$ cat src/rtl/instr_seq_pkg.sv
`default_nettype none
// ============================================================================
// Module   : instr_seq_pkg
// Desc     : Shared opcodes, instruction field slices and FSM encoding for
//            the instruction sequencer.
// Revision : 1.0 - initial release
// ============================================================================
package instr_seq_pkg;

    localparam int INSTR_W = 16;

    localparam logic [5:0] OP_NOP   = 6'd0;
    localparam logic [5:0] OP_LOADA = 6'd1;
    localparam logic [5:0] OP_LOADB = 6'd2;
    localparam logic [5:0] OP_ADD   = 6'd3;

    localparam int RSV_MSB = 15;
    localparam int RSV_LSB = 14;
    localparam int OP_MSB  = 13;
    localparam int OP_LSB  = 8;
    localparam int IMM_MSB = 7;
    localparam int IMM_LSB = 0;

    typedef logic [2:0] state_t;

    localparam state_t S_IDLE    = 3'd0;
    localparam state_t S_ISSUE   = 3'd1;
    localparam state_t S_GAP     = 3'd2;
    localparam state_t S_DRAIN   = 3'd3;
    localparam state_t S_CAPTURE = 3'd4;
    localparam state_t S_DONE    = 3'd5;

    // Legal words have zero reserved bits and one of the four defined opcodes.
    function automatic logic opcode_legal(input logic [INSTR_W-1:0] word);
        return (word[RSV_MSB:RSV_LSB] == 2'b00) && (word[OP_MSB:OP_LSB] <= OP_ADD);
    endfunction

endpackage
`default_nettype wire

$ cat src/rtl/seq_fifo.sv
`default_nettype none
// ============================================================================
// Module   : seq_fifo
// Desc     : Synchronous power-of-two FIFO with occupancy count; push is
//            dropped when full, pop is ignored when empty.
// Revision : 1.0 - initial release
// ============================================================================
module seq_fifo #(
    parameter int DEPTH = 16,
    parameter int WIDTH = 16
) (
    input  logic                     clk,
    input  logic                     rst,
    input  logic                     push,
    input  logic [WIDTH-1:0]         wr_data,
    input  logic                     pop,
    output logic [WIDTH-1:0]         rd_data,
    output logic [$clog2(DEPTH):0]   count,
    output logic                     full,
    output logic                     empty
);

    localparam int c_ptr_w = $clog2(DEPTH);
    localparam logic [c_ptr_w:0] c_depth = (c_ptr_w+1)'(DEPTH);

    logic [WIDTH-1:0]   r_mem [DEPTH];
    logic [c_ptr_w-1:0] r_wr_ptr;
    logic [c_ptr_w-1:0] r_rd_ptr;
    logic [c_ptr_w:0]   r_count;
    logic               w_push;
    logic               w_pop;

    assign full    = (r_count == c_depth);
    assign empty   = (r_count == '0);
    assign count   = r_count;
    assign rd_data = r_mem[r_rd_ptr];
    assign w_push  = push && !full;
    assign w_pop   = pop && !empty;

    always_ff @(posedge clk) begin
        if (w_push) begin
            r_mem[r_wr_ptr] <= wr_data;
        end
    end

    // Pointers wrap naturally because DEPTH is a power of two.
    always_ff @(posedge clk) begin
        if (!rst) begin
            r_wr_ptr <= '0;
            r_rd_ptr <= '0;
            r_count  <= '0;
        end else begin
            if (w_push) begin
                r_wr_ptr <= r_wr_ptr + 1'b1;
            end
            if (w_pop) begin
                r_rd_ptr <= r_rd_ptr + 1'b1;
            end
            case ({w_push, w_pop})
                2'b10:   r_count <= r_count + 1'b1;
                2'b01:   r_count <= r_count - 1'b1;
                default: r_count <= r_count;
            endcase
        end
    end

endmodule
`default_nettype wire

$ cat src/rtl/instr_sequencer.sv
`default_nettype none
// ============================================================================
// Module   : instr_sequencer
// Desc     : Streams a host-loaded program to the CPU instruction port, then
//            drains and captures the CPU result. Optional opcode filtering is
//            enabled with INSTR_SEQ_OPCODE_CHECK_EN.
// Revision : 1.0 - initial release
// ============================================================================
module instr_sequencer
    import instr_seq_pkg::*;
#(
    parameter int DEPTH        = 16,
    parameter int ISSUE_GAP    = 0,
    parameter int DRAIN_CYCLES = 2,
    parameter int RESULT_W     = 32
) (
    input  logic                    clk,
    input  logic                    rst,
    input  logic [15:0]             wr_instr,
    input  logic                    wr_valid,
    output logic                    wr_ready,
    input  logic                    start,
    output logic [15:0]             instruction_out,
    output logic                    instruction_valid,
    input  logic [RESULT_W-1:0]     result_in,
    output logic [RESULT_W-1:0]     result_out,
    output logic                    busy,
    output logic                    done,
    output logic [$clog2(DEPTH):0]  fifo_count,
    output logic                    err
);

    localparam logic [15:0] c_gap_last   = 16'(ISSUE_GAP - 1);
    localparam logic [15:0] c_drain_last = 16'(DRAIN_CYCLES - 1);

    state_t                r_state;
    logic [15:0]           r_cnt;
    logic [15:0]           r_instr;
    logic                  r_valid;
    logic [RESULT_W-1:0]   r_result;

    logic [15:0]           w_head;
    logic                  w_full;
    logic                  w_empty;
    logic                  w_pop;
    logic                  w_discard;

    assign w_pop = (r_state == S_ISSUE) && !w_empty;

    seq_fifo #(
        .DEPTH (DEPTH),
        .WIDTH (16)
    ) u_fifo (
        .clk     (clk),
        .rst     (rst),
        .push    (wr_valid),
        .wr_data (wr_instr),
        .pop     (w_pop),
        .rd_data (w_head),
        .count   (fifo_count),
        .full    (w_full),
        .empty   (w_empty)
    );

`ifdef INSTR_SEQ_OPCODE_CHECK_EN
    logic r_err;

    assign w_discard = !opcode_legal(w_head);
    assign err       = r_err;

    always_ff @(posedge clk) begin
        if (!rst) begin
            r_err <= 1'b0;
        end else if (w_pop && w_discard) begin
            r_err <= 1'b1;
        end
    end
`else
    assign w_discard = 1'b0;
    assign err       = 1'b0;
`endif

    assign wr_ready          = !w_full;
    assign instruction_out   = r_instr;
    assign instruction_valid = r_valid;
    assign result_out        = r_result;
    assign busy              = (r_state != S_IDLE) && (r_state != S_DONE);
    assign done              = (r_state == S_DONE);

    // r_cnt is shared by GAP and DRAIN; the two states never overlap.
    always_ff @(posedge clk) begin
        if (!rst) begin
            r_state  <= S_IDLE;
            r_cnt    <= '0;
            r_instr  <= '0;
            r_valid  <= 1'b0;
            r_result <= '0;
        end else begin
            r_valid <= 1'b0;
            case (r_state)
                S_IDLE, S_DONE: begin
                    if (start) begin
                        r_state <= S_ISSUE;
                    end
                end
                S_ISSUE: begin
                    if (w_empty) begin
                        r_state <= S_DRAIN;
                        r_cnt   <= '0;
                    end else if (!w_discard) begin
                        r_instr <= w_head;
                        r_valid <= 1'b1;
                        r_cnt   <= '0;
                        if (ISSUE_GAP > 0) begin
                            r_state <= S_GAP;
                        end
                    end
                end
                S_GAP: begin
                    if (r_cnt == c_gap_last) begin
                        r_state <= S_ISSUE;
                    end else begin
                        r_cnt <= r_cnt + 16'd1;
                    end
                end
                S_DRAIN: begin
                    if (r_cnt == c_drain_last) begin
                        r_state <= S_CAPTURE;
                    end else begin
                        r_cnt <= r_cnt + 16'd1;
                    end
                end
                S_CAPTURE: begin
                    r_result <= result_in;
                    r_state  <= S_DONE;
                end
                default: begin
                    r_state <= S_IDLE;
                end
            endcase
        end
    end

endmodule
`default_nettype wire

$ cat config.mk
export PLATFORM = sky130hd
export DESIGN_NAME = instr_sequencer
export DESIGN_NICKNAME = d
export VERILOG_FILES = /design/src/rtl/instr_seq_pkg.sv /design/src/rtl/seq_fifo.sv /design/src/rtl/instr_sequencer.sv
export SDC_FILE = /design/constraint.sdc
export NUM_CORES = 1
export LEC_CHECK = 0
export ABC_AREA = 1
export BUFFER_PORTS_ARGS = -buffer_cell sky130_fd_sc_hd__buf_2
export CAP_MARGIN = 20
export CORE_MARGIN = 4
export CORE_UTILIZATION = 60
export DETAILED_ROUTE_END_ITERATION = 10
export PLACE_DENSITY = 0.91
export SLEW_MARGIN = 20
export SYNTH_ARGS = -nofsm -noshare
export SYNTH_HDL_FRONTEND = slang
export SYNTH_HIERARCHICAL = 1
export SYNTH_SLANG_ARGS = --single-unit
$ cat constraint.sdc
create_clock -name clk -period 3.16 [get_ports clk]
set_input_delay 0.632 -clock clk [delete_from_list [all_inputs] [get_ports clk]]
set_output_delay 0.632 -clock clk [all_outputs]
set_load 0.02 [all_outputs]
==> out/metrics.cfg, run 1 <==
[drt]
via_per_inst = 5.93
drcViolationCount = 0
wl_per_cell_um = 19.7
dr.pass1.iters = 5
drt_iter0_markers = 1333
wl_mm = 33.8
via_count = 10200
ant_nets = 0

[final_layout]
area_delta_synth_final_pct = 13.5
layout_commonest_cell = edfxtp_1
fill_cells = 1502
nNetsFinal = 1429
drive_above_1_share = 0.159
n_antenna_cell = 0
final_cell_mix = edfxtp_1 (256), nor2_1 (165), o21ai_0 (138), inv_1 (114), buf_2 (108)

[critical_path]
path_cells = inv_1 -> nor2_2 -> nand2_1 -> nor2_2 -> nand2_2 -> inv_4 -> ha_1 -> xor2_1 -> inv_1 -> nor2_1 -> nand2_2 -> nand3_1 -> nand3_1 -> nand2_1 -> inv_1
r2r_end = u_fifo/count[4]$_SDFFE_PN0P_
r2r-start = r_state[0]$_SDFFE_PN0P_
reg2regPathDepth = 15
reg2reg_slack_ns = 0.70
timing.critical_path.mode_cell = inv_1
worstPathArrival_ns = 2.87
crit_required_ns = 3.57
crit_type = reg -> reg
worst_setup_path_start_kind = flop
cpMaxStageDelayCell = dfxtp_1
slowest_delay_ns = 0.42
cp-end-kind = flop
crit_fanout = 9

[placed_design]
port-buffer-count = 108
dp_hpwl_mm = 20.1
place_congestion = 0.870

[sta]
fin_crit_sh = 0.780
rsz0062_at_grt = no
finalHoldViolations = 0
finalSetupViolations = 0
tightest_slew_ns = 0.965
max_freq_mhz = 406
slew_headroom = 0.356
drv_slew = 0
fin_tns_setup_ns = 0
whs_ns = 0.381
skew_ns = 0.0242
period_needed_ns = 2.46

[min_path]
hp-start = result_in[0]
min_path_cells = 3
hold_path.class = in -> reg
hold_end = result_out[0]$_SDFFE_PN0P_

[clock_tree]
post-cts-setup-buffers = 0
cts_buffer_depth = 3
clkTransAtPathRegs_ns = 0.06
cts.sinks = 341
root_buffer = clkbuf_16
hold_buffers = 0
numCtsBuffers = 35
cts.repair.resized = 0
cts_tree = done
htreeDepth = 2
clk_latency_ns = 0.53

[logic_synthesis]
netlist_instances = 1260
yosys.area.top_type = edfxtp_1
synth_area_leaders = edfxtp_1 (54%), dfxtp_1 (12%), o21ai_0 (4.9%), nor2_1 (4.8%), mux2i_1 (4.5%)
yosys.area.top_type_share = 0.542
ys_seq_area_frac = 0.662
synth_area_per_cell_um2 = 11.3
synth-seq-cells = 341
syn_nets = 1322
yosysWarnings = 6
synth.distinct_cells = 35
syn_area_mm2 = 0.0142

[floorplanning]
die_y_um = 162
placementRows = 56
start_util = 0.606
num_io_pins = 110
core-area_mm2 = 0.0234
dieArea_mm2 = 0.0262
die_w_um = 162

[power_and_ir_drop]
p_clk_frac = 0.296
power_density_mw_per_mm2 = 812
internal_power_w = 0.00865
switching_share = 0.339
p_sw_w = 0.00443
share_comb_of_total_power = 0.282
leakage_nw = 5.94
ir_drop_uv = 598
seqPwrFrac = 0.423

[outcome]
status = completed

[grt]
grt_max_degree = 65
antenna_found_initial = 0
grt_pass1_vias = 10100
overflow = 0
grt.total_usage = 0.255
grt_pass1_wl_mm = 52.9

[job]
cap_violations = 0

per-layer routing:
layer	wire, µm	vias to the layer above	track usage
met5	0	-	0
met2	17200	566	0.444
met1	12300	4836	0.314
met3	2850	129	0.0500
met4	1420	0	0.106
li1	-	4628	-
Yosys cell counts:
| cell type | number |
|---|---|
| o21bai_1 | 2 |
| buf_8 | 2 |
| edfxtp_1 | 256 |
| nand4_1 | 7 |
| nor2_2 | 3 |
| conb_1 | 1 |
| a31o_2 | 1 |
| or2_2 | 3 |
| inv_2 | 2 |
| buf_6 | 6 |
| buf_4 | 5 |
| a21oi_1 | 86 |
| inv_4 | 1 |
| mux2i_1 | 64 |
| nand2_1 | 105 |
| buf_12 | 2 |
| nand3_2 | 3 |
| o21ai_0 | 138 |
| nor3b_1 | 1 |
| nor2_1 | 181 |
| o21ai_1 | 3 |
| xor2_1 | 5 |
| nand3_1 | 45 |
| nand2_4 | 1 |
| nor2_4 | 1 |
| o211ai_1 | 65 |
| a21oi_2 | 4 |
| ha_1 | 10 |
| nand2_2 | 6 |
| dfxtp_1 | 85 |
| buf_1 | 6 |
| inv_1 | 114 |
| buf_2 | 10 |
| clkbuf_1 | 33 |
| nor3_1 | 3 |
state kept, by name, summed over array words and instances (netlist names), named ones only:
signal             cells
u_fifo/r_rd_ptr        4
r_cnt                 16
result_out            32
instruction_valid      1
u_fifo/count           5
u_fifo/r_wr_ptr        4
instruction_out       16
u_fifo/r_mem         256
r_state                3
area by class of cell:
cell class                 instances  area (µm²)  share of cell area
clock buffer                      52         970              0.0602
clock inverter                    11        91.3             0.00567
inverter                         117         442              0.0274
multi-input combinational        738        4030               0.250
sequential                       341        9390               0.583
tap                              319         399              0.0248
timing repair buffer             134         786              0.0488
power groups by stage:
stage	Clock, W	Combinational [W]	Sequential (W)
floorplan	0	0.00243	0.00575
global placement	0	0.00341	0.00558
detailed placement	0	0.00357	0.00560
CTS	0.00391	0.00365	0.00552
global route	0.00412	0.00404	0.00557
finish	0.00386	0.00369	0.00552
critical path: cells and delay by family (launching register included):
family                     cells  cell delay (ns)
xor gates and xnor gates       1             0.34
and+or+nand+nor                9             0.92
buffers and inverters          4             0.39
adders and majority gates      1             0.27
DFF                            1             0.42
cells by family after synthesis:
logic type / share of synthesized area
and+or+nand+nor: 0.105
DFF: 0.662
AOI/OAI and AO/OA: 0.119
buffers and inverters: 0.0573
muxes: 0.0451
adders and majority gates: 0.00882
xor gates and xnor gates: 0.00309
other: 0.000264
worst max-delay path by stage:
stage / depth (start not counted) / startpoint / end
5_1_grt: 16 / r_state[0]$_SDFFE_PN0P_ / u_fifo/count[4]$_SDFFE_PN0P_
6_report: 15 / r_state[0]$_SDFFE_PN0P_ / u_fifo/count[4]$_SDFFE_PN0P_
4_1_cts: 15 / r_state[0]$_SDFFE_PN0P_ / u_fifo/count[4]$_SDFFE_PN0P_
3_3_place_gp: 5 / wr_valid / u_fifo/r_mem[9][3]$_DFFE_PP_
2_1_floorplan: 16 / u_fifo/count[1]$_SDFFE_PN0P_ / u_fifo/count[4]$_SDFFE_PN0P_
3_5_place_dp: 15 / r_state[0]$_SDFFE_PN0P_ / u_fifo/count[4]$_SDFFE_PN0P_
through the flow:
| stage | utilization | area, µm² | worst slack [ns] | cells | power [W] |
|---|---|---|---|---|---|
| 2_1_floorplan | - | 14200 | 0.697 | 1260 | 0.00818 |
| 3_3_place_gp | 0.643 | 15000 | 0.988 | 1649 | 0.00899 |
| 3_5_place_dp | 0.643 | 15000 | 0.839 | 1649 | 0.00916 |
| 4_1_cts | 0.688 | 16100 | 0.751 | 1712 | 0.0131 |
| 5_1_grt | 0.688 | 16100 | 0.508 | 1712 | 0.0137 |
| 6_report | 0.688 | 16100 | 0.696 | 1712 | 0.0131 |
Note: power is estimated with default switching activity, not from simulation.
==> run 2, diff against run 1 <==
- CORE_UTILIZATION: 60 -> 54
- PLACE_DENSITY: 0.91 -> 0.87
- clock period: 3.16 -> 2.05 ns (I/O delays scaled with it)
==> run 2 against run 1 <==
The run now ends with negative setup slack left. First-iteration DRC count decreased by 25%. Flip-flop and latch count unchanged. Setup slack got worse by 0.71 ns. Combinational power increased by 73%. Register-to-register slack got worse by 0.71 ns. Core utilization decreased by 4.6 points. Via count about the same. Hold slack got worse by 0.23 ns. Critical endpoint is now u_fifo/count[2]$_SDFFE_PN0P_.
==> out/metrics.cfg, run 2 (synthesized netlist as in run 1, its figures left out) <==
[outcome]
status = complete, but fails checks
violations = negative setup slack

[final_layout]
area_delta_synth_final_pct = 17.6
stdcell_count = 1761
top_register = u_fifo/r_mem
final_cell_mix = edfxtp_1 (256), nor2_1 (162), o21ai_0 (138), inv_1 (109), buf_2 (108)
largest_reg_flops = 256
nNetsFinal = 1464
drive_above_1_share = 0.196
fill_cells = 1779
layout_commonest_cell = edfxtp_1

[sta]
finalHoldViolations = 0
drv_slew = 0
finalSetupViolations = 1
tightest_slew_ns = 0.812
max_freq_mhz = 486
layout_setup_ws_ns = -0.00952
rsz0062_at_grt = yes
skew_ns = 0.0356
slew_headroom = 0.458
fin_crit_sh = 1.00
period_needed_ns = 2.06

[critical_path]
worst_setup_path_start_kind = flop
path_cells = nor2_4 -> nand3_4 -> inv_2 -> nor2_4 -> nand2_4 -> inv_4 -> ha_4 -> xor2_2 -> ha_2 -> inv_2 -> nand2_2 -> buf_4 -> xor2_1 -> o21ai_1 -> inv_1
crit_type = reg -> reg
crit_required_ns = 2.47
crit_fanout = 4
slowest_delay_ns = 0.37
path_buf_inv = 5
cp-end-kind = flop
path_delay_family = simple AND/OR/NAND/NOR gates
worstPathArrival_ns = 2.48
cpMaxStageDelayCell = dfxtp_4

[power_and_ir_drop]
leakage_nw = 6.19
power_density_mw_per_mm2 = 1250
power_w = 0.0209
ir_drop_uv = 936

[drt]
drt_iter0_markers = 1001
wl_mm = 34.3
wl_per_cell_um = 19.5
via_count = 10200
via_per_inst = 5.77
ant_nets = 0
drcViolationCount = 0
dr.pass1.iters = 5

[grt]
grt_pass1_wl_mm = 50.9
overflow = 0
antenna_found_initial = 1
grt_max_degree = 50
grt.total_usage = 0.225
grt_pass1_vias = 9578

[placed_design]
port-buffer-count = 108
place_congestion = 0.879
dpl.cell_count = 1689
dp_hpwl_mm = 20.4
dp_slack_ns = 0.0610

[clock_tree]
htreeDepth = 2
cts_buffer_depth = 3
clk_latency_ns = 0.53
hold_buffers = 0
numCtsBuffers = 34
root_buffer = clkbuf_16
clkTransAtPathRegs_ns = 0.06
cts_tree = done
cts.sinks = 341

[floorplanning]
start_util = 0.546
die_y_um = 170
num_io_pins = 110
die_w_um = 170
dieArea_mm2 = 0.0289
placementRows = 59
core-area_mm2 = 0.0260

[min_path]
hold_path.class = in -> reg

[job]
cap_violations = 0

run 2: repair_timing:
action	CTS	global route
gates resized for setup	1	16
setup buffers	0	12
setup endpoints to repair	1	4
pin swaps	0	16
hold endpoints to repair	0	0
run 2: per-layer routing:
metal,share of wire,wire length (µm),GRT usage,up-vias
met4,0.030,1020,0.0823,0
met5,0,0,0,-
met2,0.50,17100,0.391,530
li1,-,-,-,4691
met1,0.37,12500,0.272,4845
met3,0.10,3600,0.0553,90
run 2: final cells by class:
type                       count  area, µm²  share of cell area
tap                          335        419              0.0251
inverter                     117        442              0.0265
clock inverter                13        140             0.00840
timing repair buffer         170       1200              0.0718
multi-input combinational    738       4140               0.248
antenna                        1       2.50            0.000150
sequential                   341       9420               0.564
clock buffer                  46        927              0.0556
run 2: worst reg2reg max path: cells and delay by family, from the launching register on:
family                     cells  cell delay (ns)
and+or+nand+nor                5             0.42
DFF                            1             0.37
adders and majority gates      2             0.37
buffers and inverters          5             0.35
xor gates and xnor gates       2             0.33
AOI/OAI and AO/OA              1             0.12
run 2: path summary, 6_finish.rpt:
path / start / to / slack [ns] / cells past startpoint
hold reg to reg: result_out[21]$_SDFFE_PN0P_ / result_out[21]$_SDFFE_PN0P_ / 0.48 / 2
setup reg to reg: u_fifo/count[3]$_SDFFE_PN0P_ / u_fifo/count[2]$_SDFFE_PN0P_ / -0.01 / 15
hold / removal: result_in[28] / result_out[28]$_SDFFE_PN0P_ / 0.15 / 3
setup / recovery: u_fifo/count[3]$_SDFFE_PN0P_ / u_fifo/count[2]$_SDFFE_PN0P_ / -0.01 / 15
run 2: metrics by stage:
stage / hold slack, ns / utilization / setup TNS, ns / instance area (µm²)
after floorplan: 0.469 / - / 0 / 14300
after global placement: 0.461 / 0.594 / 0 / 15400
after detailed placement: 0.469 / 0.594 / 0 / 15400
after CTS: 0.142 / 0.635 / 0 / 16500
after global routing: 0.152 / 0.642 / -0.219 / 16700
final: 0.152 / 0.642 / -0.00952 / 16700
run 2: report_power, final:
group / internal (W) / leakage (nW) / switching, W
registers: 0.00805 / 3.01 / 0.000491
clock network: 0.00355 / 0.519 / 0.00245
logic: 0.00233 / 2.66 / 0.00406
==> run 3, diff against run 2 <==
- CTS_CLUSTER_DIAMETER: unset -> 50
- MAX_ROUTING_LAYER: unset -> met4
==> run 3 against run 2 <==
The run now ends clean. Via count hardly changed. Power down 0.27%. Final area about the same. Final cell count rose by 0.23%. Core utilization barely moved. Combinational power shrank 3.6%. Maximum frequency up 3.1%. Sequential power is essentially flat. Critical path depth fell by 10. Hold slack worse by 0.0096 ns. Largest power group unchanged. Highest routed layer unchanged.
==> out/metrics.cfg, run 3 (synthesized netlist as in run 1, its figures left out) <==
[outcome]
status = completed

[grt]
met1_usage = 0.277
busiest_layer = met2
grt_pass1_wl_mm = 51.7
antenna_found_initial = 1
grt.total_usage = 0.234
grt_max_degree = 50
grt_pass1_vias = 9880
grt_util_met2 = 0.399
grt.met3_usage = 0.0455
overflow = 0

[clock_tree]
htreeDepth = 2
cts_buffer_depth = 3
clk_latency_ns = 0.53
cts_tree = done
numCtsBuffers = 36
clkTransAtPathRegs_ns = 0.06
root_buffer = clkbuf_16
cts.sinks = 341
hold_buffers = 0

[critical_path]
reg2regPathDepth = 15
crit_type = reg -> out
cp-end-kind = primary output
slowest_delay_ns = 0.46
crit_required_ns = 1.64
timing.critical_path.mode_cell = inv_1
cp.depth = 5
path_delay_family = flip-flops
worst_setup_path_start_kind = flop
reg2reg_slack_ns = 0.14
path_cells = inv_1 -> nand3_1 -> nand2_1 -> inv_1 -> buf_2
r2r-start = r_state[1]$_SDFFE_PN0P_
r2r_end = u_fifo/count[4]$_SDFFE_PN0P_
cpMaxStageDelayCell = dfxtp_1
crit_fanout = 5
path_buf_inv = 3
worstPathArrival_ns = 1.59

[power_and_ir_drop]
power_w = 0.0209
p_sw_w = 0.00698
share_comb_of_total_power = 0.295
power_density_mw_per_mm2 = 1250
switching_share = 0.334
internal_power_w = 0.0139
seqPwrFrac = 0.408
leakage_nw = 6.22
p_clk_frac = 0.296
ir_drop_uv = 915

[job]
cap_violations = 0

[final_layout]
top_register = u_fifo/r_mem
area_delta_synth_final_pct = 17.5
drive_above_1_share = 0.200
layout_commonest_cell = edfxtp_1
largest_reg_flops = 256
stdcell_count = 1765
fill_cells = 1793
nNetsFinal = 1464
final_cell_mix = edfxtp_1 (256), nor2_1 (163), o21ai_0 (138), inv_1 (111), buf_2 (108)

[placed_design]
dp_hpwl_mm = 20.8
dpl.cell_count = 1695
port-buffer-count = 108
dp_slack_ns = 0.0921
place_congestion = 0.924

[min_path]
hp-start = result_in[17]
min_path_cells = 3
hold_end = result_out[17]$_SDFFE_PN0P_
hold_path.class = in -> reg

[floorplanning]
dieArea_mm2 = 0.0289
placementRows = 59
die_y_um = 170
core-area_mm2 = 0.0260
num_io_pins = 110
die_w_um = 170
start_util = 0.546

[drt]
wl_per_cell_um = 19.2
via_count = 10200
via_per_inst = 5.76
dr.pass1.iters = 6
wl_mm = 33.9
ant_nets = 0
drcViolationCount = 0
drt_iter0_markers = 919

[sta]
slew_headroom = 0.476
finalSetupViolations = 0
fin_tns_setup_ns = 0
rsz0062_at_grt = yes
skew_ns = 0.0316
finalHoldViolations = 0
tightest_slew_ns = 0.785
max_freq_mhz = 501
period_needed_ns = 2.00
layout_setup_ws_ns = 0.0527
drv_slew = 0
fin_crit_sh = 0.974

[run 3: cell count changes in the layout (fill, tap and decap cells not counted), sizes merged]
cell	change
bufinv	-3
clkbuf	+4
clkinv	+1
buf	-2
clkinvlp	+2
inv	+2
[run 3: routing by layer]
metal | vias up | share of wire
li1 | 4706 | -
met1 | 4839 | 0.38
met2 | 525 | 0.50
met3 | 90 | 0.095
met4 | 0 | 0.033
met5 | - | 0
[run 3: timing repair]
action,4_1_cts,5_1_grt
resized for setup,0,9
endpoints found under the setup margin,0,3
endpoints found under the hold margin,0,0
buffers inserted,0,4
[run 3: power groups by stage]
stage	Combinational, W	Sequential [W]	Clock, W
5_1_grt	0.00671	0.00857	0.00662
3_3_place_gp	0.00573	0.00859	0
3_5_place_dp	0.00593	0.00863	0
2_1_floorplan	0.00383	0.00891	0
6_report	0.00616	0.00852	0.00619
4_1_cts	0.00599	0.00850	0.00630
[run 3: worst max-delay path by stage]
stage,startpoint,end,slack [ns]
global placement,u_fifo/count[0]$_SDFFE_PN0P_,u_fifo/count[4]$_SDFFE_PN0P_,0.08
detailed placement,u_fifo/count[0]$_SDFFE_PN0P_,u_fifo/count[4]$_SDFFE_PN0P_,0.09
finish,r_state[1]$_SDFFE_PN0P_,busy,0.05
global route,r_state[1]$_SDFFE_PN0P_,busy,-0.04
CTS,r_state[0]$_SDFFE_PN0P_,u_fifo/count[4]$_SDFFE_PN0P_,0.09
floorplan,r_state[0]$_SDFFE_PN0P_,u_fifo/count[4]$_SDFFE_PN0P_,0.004
[run 3: final cells by class]
class	instances	area, µm²	share of cell area
diodes	1	2.50	0.000150
clock buffers	50	1050	0.0630
clock inverters	15	105	0.00630
inverters	117	442	0.0265
multi-input cells	738	4110	0.247
flip-flops and latches	341	9420	0.565
well taps	335	419	0.0251
repair buffers	168	1130	0.0677
[run 3: stage by stage]
step	hold WS [ns]	instance area, µm²	util
3_3_place_gp	0.459	15500	0.595
2_1_floorplan	0.469	14300	-
3_5_place_dp	0.467	15500	0.595
5_1_grt	0.148	16700	0.642
6_report	0.142	16700	0.642
4_1_cts	0.133	16600	0.639
[run 3: tightest hold or removal path, cell delays in order]
cell and delay (ns):
buf_2 0.07, o21ai_0 0.07, nor2_1 0.08
